===== src/rtl/chime_sequencer_if.sv =====
// Purpose : handshake bundle between a chime controller and chime_sequencer.
// Latency : plain wires, no storage.
// Backpres: none; trig/stop are level requests sampled every clock.
// Ports   : trig, stop (requests into the sequencer); key_out, busy, done
//           (registered status/tone outputs from the sequencer).
interface chime_sequencer_if;
  logic       trig;
  logic       stop;
  logic [3:0] key_out;
  logic       busy;
  logic       done;

  // Controller side: issues requests, observes tone/status.
  modport master (
    output trig,
    output stop,
    input  key_out,
    input  busy,
    input  done
  );

  // Sequencer side.
  modport slave (
    input  trig,
    input  stop,
    output key_out,
    output busy,
    output done
  );
endinterface


===== src/rtl/chime_sequencer.sv =====
// Purpose : plays an 8-step melody REPEAT times per trigger on an active-low
//           4-bit tone select, each step NOTE_CYC cycles of tone + GAP_CYC silent.
// Latency : first note appears one clock after trig is sampled; all outputs registered.
// Backpres: trig is ignored while busy; stop aborts at the next edge without done.
// Ports   : clk, rst_n (async active-low); bus.slave carries trig, stop,
//           key_out[3:0], busy, done.
module chime_sequencer #(
  parameter int NOTE_CYC = 12_500_000,
  parameter int GAP_CYC  = 2_500_000,
  parameter int REPEAT   = 3
) (
  input  logic           clk,
  input  logic           rst_n,
  chime_sequencer_if.slave bus
);

  localparam int MAXC = (NOTE_CYC > GAP_CYC) ? NOTE_CYC : GAP_CYC;
  localparam int CW   = (MAXC > 1) ? $clog2(MAXC) : 1;

  localparam logic [CW-1:0] NOTE_LAST = CW'(NOTE_CYC - 1);
  localparam logic [CW-1:0] GAP_LAST  = CW'(GAP_CYC - 1);
  localparam logic [3:0]    REP_LAST  = 4'(REPEAT - 1);
  localparam logic [3:0]    SILENT    = 4'b1111;

  typedef enum logic [1:0] {IDLE, NOTE, GAP} state_t;

  state_t        state, state_nxt;
  logic [CW-1:0] dur_cnt, dur_nxt;
  logic [2:0]    step, step_nxt;
  logic [3:0]    rep, rep_nxt;
  logic [3:0]    key_q, key_nxt;
  logic          busy_q, busy_nxt;
  logic          done_q, done_nxt;

  // Melody: do re mi fa mi re do rest (active-low one-cold select).
  function automatic logic [3:0] rom(input logic [2:0] idx);
    case (idx)
      3'd0:    rom = 4'b1110;
      3'd1:    rom = 4'b1101;
      3'd2:    rom = 4'b1011;
      3'd3:    rom = 4'b0111;
      3'd4:    rom = 4'b1011;
      3'd5:    rom = 4'b1101;
      3'd6:    rom = 4'b1110;
      default: rom = 4'b1111;
    endcase
  endfunction

  always_ff @(posedge clk or negedge rst_n) begin
    if (!rst_n) begin
      state   <= IDLE;
      dur_cnt <= '0;
      step    <= '0;
      rep     <= '0;
      key_q   <= SILENT;
      busy_q  <= 1'b0;
      done_q  <= 1'b0;
    end else begin
      state   <= state_nxt;
      dur_cnt <= dur_nxt;
      step    <= step_nxt;
      rep     <= rep_nxt;
      key_q   <= key_nxt;
      busy_q  <= busy_nxt;
      done_q  <= done_nxt;
    end
  end

  // Outputs are computed here as the value they must hold in the next cycle,
  // so key_out/busy/done leave the block straight from flops.
  always_comb begin
    state_nxt = state;
    dur_nxt   = dur_cnt;
    step_nxt  = step;
    rep_nxt   = rep;
    key_nxt   = key_q;
    busy_nxt  = busy_q;
    done_nxt  = 1'b0;

    if (bus.stop) begin
      // Abort wins over everything, including a simultaneous trig.
      state_nxt = IDLE;
      dur_nxt   = '0;
      step_nxt  = '0;
      rep_nxt   = '0;
      key_nxt   = SILENT;
      busy_nxt  = 1'b0;
    end else begin
      case (state)
        IDLE: begin
          key_nxt  = SILENT;
          busy_nxt = 1'b0;
          if (bus.trig) begin
            state_nxt = NOTE;
            dur_nxt   = '0;
            step_nxt  = '0;
            rep_nxt   = '0;
            key_nxt   = rom(3'd0);
            busy_nxt  = 1'b1;
          end
        end
        NOTE: begin
          if (dur_cnt == NOTE_LAST) begin
            state_nxt = GAP;
            dur_nxt   = '0;
            key_nxt   = SILENT;
          end else begin
            dur_nxt = dur_cnt + 1'b1;
          end
        end
        GAP: begin
          if (dur_cnt == GAP_LAST) begin
            dur_nxt = '0;
            if (step != 3'd7) begin
              state_nxt = NOTE;
              step_nxt  = step + 3'd1;
              key_nxt   = rom(step + 3'd1);
            end else if (rep < REP_LAST) begin
              state_nxt = NOTE;
              rep_nxt   = rep + 4'd1;
              step_nxt  = '0;
              key_nxt   = rom(3'd0);
            end else begin
              state_nxt = IDLE;
              step_nxt  = '0;
              rep_nxt   = '0;
              key_nxt   = SILENT;
              busy_nxt  = 1'b0;
              done_nxt  = 1'b1;
            end
          end else begin
            dur_nxt = dur_cnt + 1'b1;
          end
        end
        default: begin
          state_nxt = IDLE;
          key_nxt   = SILENT;
          busy_nxt  = 1'b0;
        end
      endcase
    end
  end

  assign bus.key_out = key_q;
  assign bus.busy    = busy_q;
  assign bus.done    = done_q;

endmodule


===== src/flat_wrapper.sv =====
// flat-port wrapper written by rule: the top's interface ports become plain ports
module chime_sequencer_flat 
#(
  parameter int NOTE_CYC = 12_500_000,
  parameter int GAP_CYC  = 2_500_000,
  parameter int REPEAT   = 3
)
  (clk, rst_n, bus_trig, bus_stop, bus_key_out, bus_busy, bus_done);
  chime_sequencer_if bus_i ();
  input  logic clk;
  input  logic rst_n;
  input wire logic [$bits(bus_i.trig)-1:0] bus_trig;
  input wire logic [$bits(bus_i.stop)-1:0] bus_stop;
  output wire logic [$bits(bus_i.key_out)-1:0] bus_key_out;
  output wire logic [$bits(bus_i.busy)-1:0] bus_busy;
  output wire logic [$bits(bus_i.done)-1:0] bus_done;
  assign bus_i.trig = bus_trig;
  assign bus_i.stop = bus_stop;
  assign bus_key_out = bus_i.key_out;
  assign bus_busy = bus_i.busy;
  assign bus_done = bus_i.done;
  chime_sequencer #(.NOTE_CYC(NOTE_CYC), .GAP_CYC(GAP_CYC), .REPEAT(REPEAT)) u_core (.clk(clk), .rst_n(rst_n), .bus(bus_i));
endmodule

===== config.mk =====
export PLATFORM = sky130hd
export DESIGN_NAME = chime_sequencer_flat
export DESIGN_NICKNAME = d
export VERILOG_FILES = /design/src/rtl/chime_sequencer_if.sv /design/src/rtl/chime_sequencer.sv /design/src/flat_wrapper.sv
export SDC_FILE = /design/constraint.sdc
export NUM_CORES = 1
export LEC_CHECK = 0
export CAP_MARGIN = 25
export CORE_ASPECT_RATIO = 0.5
export CORE_MARGIN = 5
export CORE_UTILIZATION = 61
export CTS_CLUSTER_SIZE = 10
export DETAILED_ROUTE_END_ITERATION = 8
export PLACE_DENSITY = 0.86
export SETUP_SLACK_MARGIN = 0.02
export SYNTH_ARGS = -nofsm -noshare
export SYNTH_HDL_FRONTEND = slang
export SYNTH_SLANG_ARGS = --single-unit

===== constraint.sdc =====
create_clock -name clk -period 3.7 [get_ports clk]
set_clock_uncertainty 0.15 [all_clocks]
set_input_delay 0.74 -clock clk [delete_from_list [all_inputs] [get_ports clk]]
set_output_delay 0.74 -clock clk [all_outputs]
set_load 0.005 [all_outputs]

[Word level (Yosys, flattened, before mapping)]
Index checks and enable logic that the tools add are counted.
Storage, ports and cells
  logic and storage cells: 83
  input bits: 4
  output and inout port bits: 6
  register bits: 39
Cells by class
  multiplexer cells: 42
  $lt $le $gt $ge: 1
  eq/ne operators: 17
  reductions and logical operators: 13
  add/subtract/negate cells: 3
Operator list (count)
  2-to-1 mux 24 bit: 4
  case mux 24 bit (3 select lines): 1
  2-to-1 mux 4 bit: 9
  adder 24 x 1 -> 24 bit (second input constant): 1
  equality test 24 x 22 -> 1 bit (second input constant): 1
  equality test 24 bit (second input constant): 1
  case mux 4 bit (4 select lines): 1
  2-to-1 mux 1 bit: 13
  2-to-1 mux 3 bit: 4
  != test 3 bit (second input constant): 4
  case mux 4 bit (3 select lines): 1
  2-to-1 mux 2 bit: 5
  equality test 3 bit (second input constant): 3
  case mux 4 bit (2 select lines): 1
  AND reduction 4 bit: 2
  equality test 3 x 2 -> 1 bit (second input constant): 2
  != test 3 x 2 -> 1 bit (second input constant): 2
  case mux 2 bit (3 select lines): 1
  case mux 3 bit (2 select lines): 1
  AND reduction 3 bit: 2
  OR reduction 2 bit: 3
  adder 4 x 1 -> 4 bit (second input constant): 1
  less-than comparator 4 x 2 -> 1 bit (second input constant): 1
  AND reduction 2 bit: 2
  other kinds (10): 10

[Logic depth before layout (Yosys ltp)]
Gate-level depths: netlist of run 1.
  word-level depth: 8
  depth in mapped cells: 8
  mapped depth without buffers: 7

[Worst setup path after synthesis of run 1]
Ideal clock, no wire load.
  kind: flip-flop to flip-flop
  start: register u_core.dur_cnt[9]
  end: register u_core.key_q[2], in the netlist u_core.bus.key_out[2]
  clock period less this slack: 2.482 ns
  arrival: 2.250 ns
  required time: 3.468 ns
  slack: 1.218 ns
  library setup time: 0.082 ns
  stages on the path, launching flop included: 6
  buffers on the path: 0
  cell sequence: dfrtp_1 or4_4 or4_4 o21a_4 o21ai_2 mux2_2
On the way
  word-level cells in the longest chain between the ends: 3
  elaborated cells on any way between the ends: 5
  classes of those cells: eq/ne: 4; reduce/logical: 1
RTL lines
  start: declaration: line chime_sequencer.sv:28  | logic [CW-1:0] dur_cnt, dur_nxt;
  start signal: assignment: line chime_sequencer.sv:60  | dur_cnt <= dur_nxt;
  equality test 24 bit or equality test 24 x 22 -> 1 bit (tied branches): line chime_sequencer.sv:103, chime_sequencer.sv:112
  != test 3 x 2 -> 1 bit (no source line)
  AND reduction 2 bit (no source line) (*)
  end signal: assignment: line chime_sequencer.sv:63  | key_q <= key_nxt;
  end: declaration: line chime_sequencer.sv:31  | logic [3:0] key_q, key_nxt;
Mark *: on every way between the ends. The rest lies on a longest branch, timed or not.
A chain may end at the register's enable or synchronous reset.

[Final worst setup path of run 1]
  start: register u_core.dur_cnt[9]
  end: register u_core.dur_cnt[1]
On the way
  word-level cells in the longest chain between the ends: 4
  elaborated cells on any way between the ends: 6
  classes of those cells: eq/ne: 2; mux: 4
RTL lines
  equality test 24 x 22 -> 1 bit or equality test 24 bit (tied branches): line chime_sequencer.sv:112, chime_sequencer.sv:103
  2-to-1 mux 24 bit, on equally long branches: line chime_sequencer.sv:112, chime_sequencer.sv:103
  case mux 24 bit (3 select lines) (*): line chime_sequencer.sv:89  | case (state)
  2-to-1 mux 24 bit (*): line chime_sequencer.sv:80  | if (bus.stop) begin
Marked as above.

==> results_dict.tcl, run 1 <==
set metrics [dict create \
    io_pins 10 \
    die-area_um2 5310 \
    core-area_um2 3820 \
    ys_seq_area_frac 0.414 \
    worstPathBufferInverterCount 0 \
    tightestPinTransition_ns 0.865 \
    place_area_um2 2490 \
    critPathTopFamily "compound AO/OA/AOI/OAI gates" \
    ys_ff_latch 39 \
    path_max_fanout 24 \
    r2r_start "u_core.dur_cnt[9]" \
    n_antenna_cell 0 \
    crit_path_end_kind "flip-flop" \
    netSwitchingFraction 0.345 \
    clock-root-buffer "clkbuf_8" \
    via_per_inst 6.41 \
    drt-initial-drc-count 223 \
    fin_crit_sh 0.820 \
    htreeDepth 2 \
    share_comb_of_total_power 0.305 \
    critical_path.max_stage_delay_ns 0.64 \
    clockPowerShare 0.306 \
    chipHeight_um 54.1 \
    hpwl_um 3410 \
    cts_resized 0 \
    startpoint_type "flip-flop" \
    p_total_w 0.00122 \
    crit_chain "or4_4 -> nor4_2 -> a21oi_1 -> o211ai_4 -> o21ai_0" \
    drv_cap 0 \
    synthFlopType "dfrtp_1" \
    cp_slowest_cell "o211ai_4" \
    cts_setup_buffers 0 \
    overflow 0 \
    grt_pass1_wl_um 9030 \
    area_growth_pct 10.1 \
    drt-wirelength-per-cell_um 17.0 \
    drt_wl_total_um 5230 \
    finalSetupViolCount 0 \
    numCtsBuffers 5 \
    min-delay-start "u_core.dur_cnt[1]" \
    clk_path_buf_depth 2 \
    p_per_area_nw_per_um2 466 \
    grt_use_met1 0.273 \
    finish.utilization 0.683 \
    portBuffers 9 \
    busiest_layer "met2" \
    p_int_w 0.000798 \
    critical_path_class "reg2reg" \
    met2_usage 0.368 \
    relSlewSlack 0.423 \
    hold_violations 0 \
    leakage_nw 1.00 \
    layout-drive-gt1-share 0.110 \
    outcome "completed" \
    p_switching_w 0.000420 \
    synth_cell_type_count 45 \
    drv_slew 0 \
    syn_nets 260 \
    crit_start "u_core.dur_cnt[9]" \
    synth_edf_count 0 \
    clkLatencyLatePin_ns 0.30 \
    ant_nets 0 \
    tritoncts "built" \
    row_count 16 \
    num_vias 1975 \
    grt_max_degree 40 \
    min_path_type "reg2reg" \
    ir_drop_mv 0.223 \
    clkSinkCount 39 \
    place.gp.congestion 0.893 \
    track_usage 0.215 \
    worstPathArrival_ns 3.03 \
    die_w_um 98.2 \
    required_ns 3.69 \
    finalNetCount 270 \
    hold_buffers 0 \
    pwr-share-seq 0.388 \
    yosysWarnings 0 \
    synthArstFlopShare 1.00 \
    grt_pass1_vias 1952 \
    fin_area_um2 2610 \
    drc_errors 0 \
    dr.pass1.iters 5 \
    clk_pin_slew_ns 0.07 \
    setup_tns_ns 0 \
    synth_area_um2 2370 \
    start_util 0.620 \
    netlist_instances 243 \
    antenna_found_initial 0 \
    fin_crit_ns 3.03 \
    grtUsageMet3 0.0530 \
    rsz0062_at_grt "no" \
    max_freq_ghz 0.330 \
    synth_area_per_cell_um2 9.76 \
]
## cell families (layout without fill, tap and decap cells)
logic type / count (synthesis) / count (layout) / synth area share
and+or+nand+nor: 91 / 91 / 0.220
buffers and inverters: 19 / 30 / 0.0364
xor gates and xnor gates: 22 / 22 / 0.0812
DFF: 39 / 39 / 0.414
muxes: 10 / 10 / 0.0448
AOI/OAI and AO/OA: 49 / 49 / 0.136
adders and majority gates: 13 / 13 / 0.0686
## worst register-to-register path, stage by stage, from the launching register on
cell and delay, ns:
dfrtp_1 0.44, or4_4 0.57, nor4_2 0.55, a21oi_1 0.30, o211ai_4 0.64, o21ai_0 0.22
## routing by layer
layer | wire length (um) | vias up
met3 | 333 | 12
met2 | 2550 | 80
met5 | 0 | -
li1 | - | 917
met1 | 2260 | 966
met4 | 87 | 0
## power groups by stage
stage                     Combinational, W  Clock, W  Sequential [W]
after global routing              0.000407  0.000394        0.000477
final                             0.000372  0.000373        0.000473
after floorplan                   0.000274         0        0.000477
after detailed placement          0.000355         0        0.000481
after CTS                         0.000366  0.000379        0.000473
after global placement            0.000348         0        0.000479
## through the flow
stage	hold slack, ns	cells	worst slack (ns)
final	0.383	308	0.665
after global placement	0.354	300	0.737
after global routing	0.419	308	0.549
after detailed placement	0.374	300	0.656
after floorplan	0.294	243	1.22
after CTS	0.391	308	0.734
## worst paths after layout
kind,endpoint,slack [ns],cells past startpoint
min in group asynchronous,u_core.dur_cnt[17],0.40,1
setup reg to reg,u_core.dur_cnt[1],0.67,5
setup / recovery,u_core.dur_cnt[1],0.67,5
hold / removal,u_core.dur_cnt[1],0.38,2
max in group asynchronous,u_core.dur_cnt[18],2.46,1
hold reg to reg,u_core.dur_cnt[1],0.38,2
## final cells by class
class | instances | area [um^2]
tap | 54 | 67.6
clock inverter | 2 | 35.0
fill | 286 | 1210
sequential | 39 | 981
inverter | 11 | 41.3
clock buffer | 6 | 82.6
multi-input combinational | 185 | 1310
timing repair buffer | 11 | 100
## placed cells by master, fill, tap and decap left out, drive strengths merged, types with 3 or more instances in the layout
cell and count:
o211ai 3, o31ai 3, nor3 8, nor4 16, mux2 5, nor2 6
nand2b 4, or4 5, xnor2 20, inv 11, dfrtp 35, clkdlybuf4s50 8
nand2 21, a21o 3, nand4 7, buf 3, clkbuf 6, ha 13
nand3 9, a21oi 25, o21ai 6, and3 5, mux2i 5, and4 3
dfstp 4
## synth_stat cells, types with 6 or more instances
cell / n / area share
nor3_1: 8 / 0.017
nand3_1: 9 / 0.019
a21oi_1: 25 / 0.053
nor2_1: 6 / 0.0095
ha_1: 13 / 0.069
clkbuf_1: 6 / 0.0095
nor4_1: 15 / 0.040
nand4_1: 7 / 0.018
nand2_1: 21 / 0.033
dfrtp_1: 35 / 0.37
xnor2_1: 20 / 0.074
inv_1: 11 / 0.017
## state kept, by name, indices dropped and copies added, names as in the netlist
signal and count:
u_core.state 2, u_core.bus.busy 1, u_core.dur_cnt 24, u_core.bus.key_out 4, u_core.step 3, u_core.rep 4
u_core.bus.done 1
Note: power is estimated with default switching activity, not from simulation.
==> inputs of run 2 (changes only) <==
--- a/config.mk
+++ b/config.mk
@@ -8,10 +8,10 @@
 export CAP_MARGIN = 25
 export CORE_ASPECT_RATIO = 0.5
 export CORE_MARGIN = 5
-export CORE_UTILIZATION = 61
+export CORE_UTILIZATION = 60
 export CTS_CLUSTER_SIZE = 10
 export DETAILED_ROUTE_END_ITERATION = 8
-export PLACE_DENSITY = 0.86
+export PLACE_DENSITY = 0.85
 export SETUP_SLACK_MARGIN = 0.02
 export SYNTH_ARGS = -nofsm -noshare
 export SYNTH_HDL_FRONTEND = slang
==> constraint.sdc (replaced) <==
create_clock -name clk -period 2.8 [get_ports clk]
set_clock_uncertainty 0.15 [all_clocks]
set_input_delay 0.56 -clock clk [delete_from_list [all_inputs] [get_ports clk]]
set_output_delay 0.56 -clock clk [all_outputs]
set_load 0.005 [all_outputs]
==> run 2 against run 1 <==
  * Wire length fell by 4.3%
  * Final cell count rose by 1.6%
  * Die area rose by 1.4%
  * Via count rose by 0.20%
  * Hold slack got worse by 0.15 ns
  * Utilization rose by 0.98 points
  * Sequential power rose by 32%
  * Global-route usage fell by 1.2 points
  * Non-clock buffer count rose by 5
  * Critical endpoint is now u_core.state[0]
  * Design area rose by 2.5%
  * Highest routed layer unchanged
==> results_dict.tcl, run 2 (synthesis gave the netlist of run 1 again) <==
set metrics [dict create \
    cp_slowest_cell "or4bb_1" \
    core-area_um2 3860 \
    relSlewSlack 0.425 \
    final_common_cell "dfrtp_1" \
    antenna_found_initial 0 \
    clk_pin_slew_ns 0.07 \
    clock-root-buffer "clkbuf_8" \
    track_usage 0.203 \
    grt_max_degree 40 \
    setup_slack_ns 0.177 \
    pwr-share-seq 0.372 \
    required_ns 2.83 \
    rsz0062_at_grt "no" \
    crit_chain "or4bb_1 -> or4_4 -> o21ai_1 -> nand3_1 -> o41ai_1" \
    drt_wl_total_um 5010 \
    die_w_um 98.9 \
    netSwitchingFraction 0.322 \
    overflow 0 \
    layout-drive-gt1-share 0.124 \
    register_area_um2 981 \
    cts_setup_buffers 0 \
    ant_nets 0 \
    clkSinkCount 39 \
    nFillCells 275 \
    place.gp.congestion 0.924 \
    r2r_setup_slack_ns 0.18 \
    hold_violations 0 \
    drt-wirelength-per-cell_um 16.0 \
    critical_path_class "reg2reg" \
    numCtsBuffers 5 \
    crit_path_end_kind "flip-flop" \
    critPathTopFamily "simple AND/OR/NAND/NOR gates" \
    p_per_area_nw_per_um2 628 \
    hpwl_um 3390 \
    grt_pass1_wl_um 8560 \
    chipHeight_um 54.5 \
    largest_reg_flops 24 \
    finalNetCount 275 \
    io_pins 10 \
    clockPowerShare 0.327 \
    tritoncts "built" \
    finish.utilization 0.693 \
    portBuffers 9 \
    drt-initial-drc-count 151 \
    path_max_fanout 5 \
    clkLatencyLatePin_ns 0.29 \
    p_int_w 0.00114 \
    tightestPinTransition_ns 0.862 \
    place_ws_ns 0.239 \
    regMostFlops "u_core.dur_cnt" \
    fin_crit_sh 0.937 \
    critical_path.max_stage_delay_ns 0.56 \
    multi_input_area_um2 1310 \
    hold_buffers 0 \
    share_comb_of_total_power 0.301 \
    leakage_nw 1.04 \
    start_util 0.614 \
    cts_resized 0 \
    grt_pass1_vias 1873 \
    worstPathArrival_ns 2.65 \
    outcome "completed" \
    clk_path_buf_depth 2 \
    finalSetupViolCount 0 \
    via_per_inst 6.32 \
    fin_crit_ns 2.62 \
    drv_slew 0 \
    ir_drop_mv 0.306 \
    n_antenna_cell 0 \
    dr.pass1.iters 5 \
    startpoint_type "flip-flop" \
    worstPathBufferInverterCount 0 \
    drv_cap 0 \
    htreeDepth 2 \
    min_path_type "in2async" \
    num_vias 1979 \
    die-area_um2 5390 \
    drc_errors 0 \
    max_freq_ghz 0.381 \
    area_growth_pct 12.9 \
    final_cell_mix "dfrtp_1, a21oi_1, nand2_1" \
    setup_tns_ns 0 \
    p_switching_w 0.000541 \
    row_count 16 \
]
run 2: per-stage QoR:
| stage | hold slack (ns) | std cells | area (um^2) | total power [W] |
|---|---|---|---|---|
| 2_1_floorplan | 0.114 | 243 | 2370 | 0.000993 |
| 3_3_place_gp | 0.343 | 305 | 2540 | 0.00112 |
| 3_5_place_dp | 0.370 | 305 | 2540 | 0.00113 |
| 4_1_cts | 0.255 | 313 | 2680 | 0.00168 |
| 5_1_grt | 0.315 | 313 | 2680 | 0.00176 |
| 6_report | 0.229 | 313 | 2680 | 0.00168 |
run 2: power by group through the flow:
stage	Clock (W)	Sequential [W]	Combinational, W
2_1_floorplan	0	0.000630	0.000362
3_3_place_gp	0	0.000634	0.000482
3_5_place_dp	0	0.000636	0.000497
4_1_cts	0.000555	0.000625	0.000502
5_1_grt	0.000577	0.000630	0.000553
6_report	0.000549	0.000626	0.000507
run 2: layout make-up:
type	count	area share
clock buffer	6	0.0271
inverter	11	0.0154
timing repair buffer	16	0.0561
sequential	39	0.366
tap	54	0.0252
clock inverter	2	0.0224
multi-input combinational	185	0.487
run 2: per-layer routing:
metal	wire, um	vias to the layer above	global-route usage	share of wire
li1	-	922	-	-
met1	2180	981	0.258	0.43
met2	2500	66	0.351	0.50
met3	255	10	0.0407	0.051
met4	80	0	0.0839	0.016
met5	0	-	0	0
run 2: path summary, 6_finish.rpt:
path / startpoint / depth (start not counted) / end
max: u_core.dur_cnt[16] / 5 / u_core.state[0]
min: rst_n / 1 / u_core.dur_cnt[18]
max reg2reg: u_core.dur_cnt[16] / 5 / u_core.state[0]
min reg2reg: u_core.dur_cnt[1] / 2 / u_core.dur_cnt[1]
max in group asynchronous: rst_n / 1 / u_core.dur_cnt[9]
min in group clk: u_core.dur_cnt[1] / 2 / u_core.dur_cnt[1]
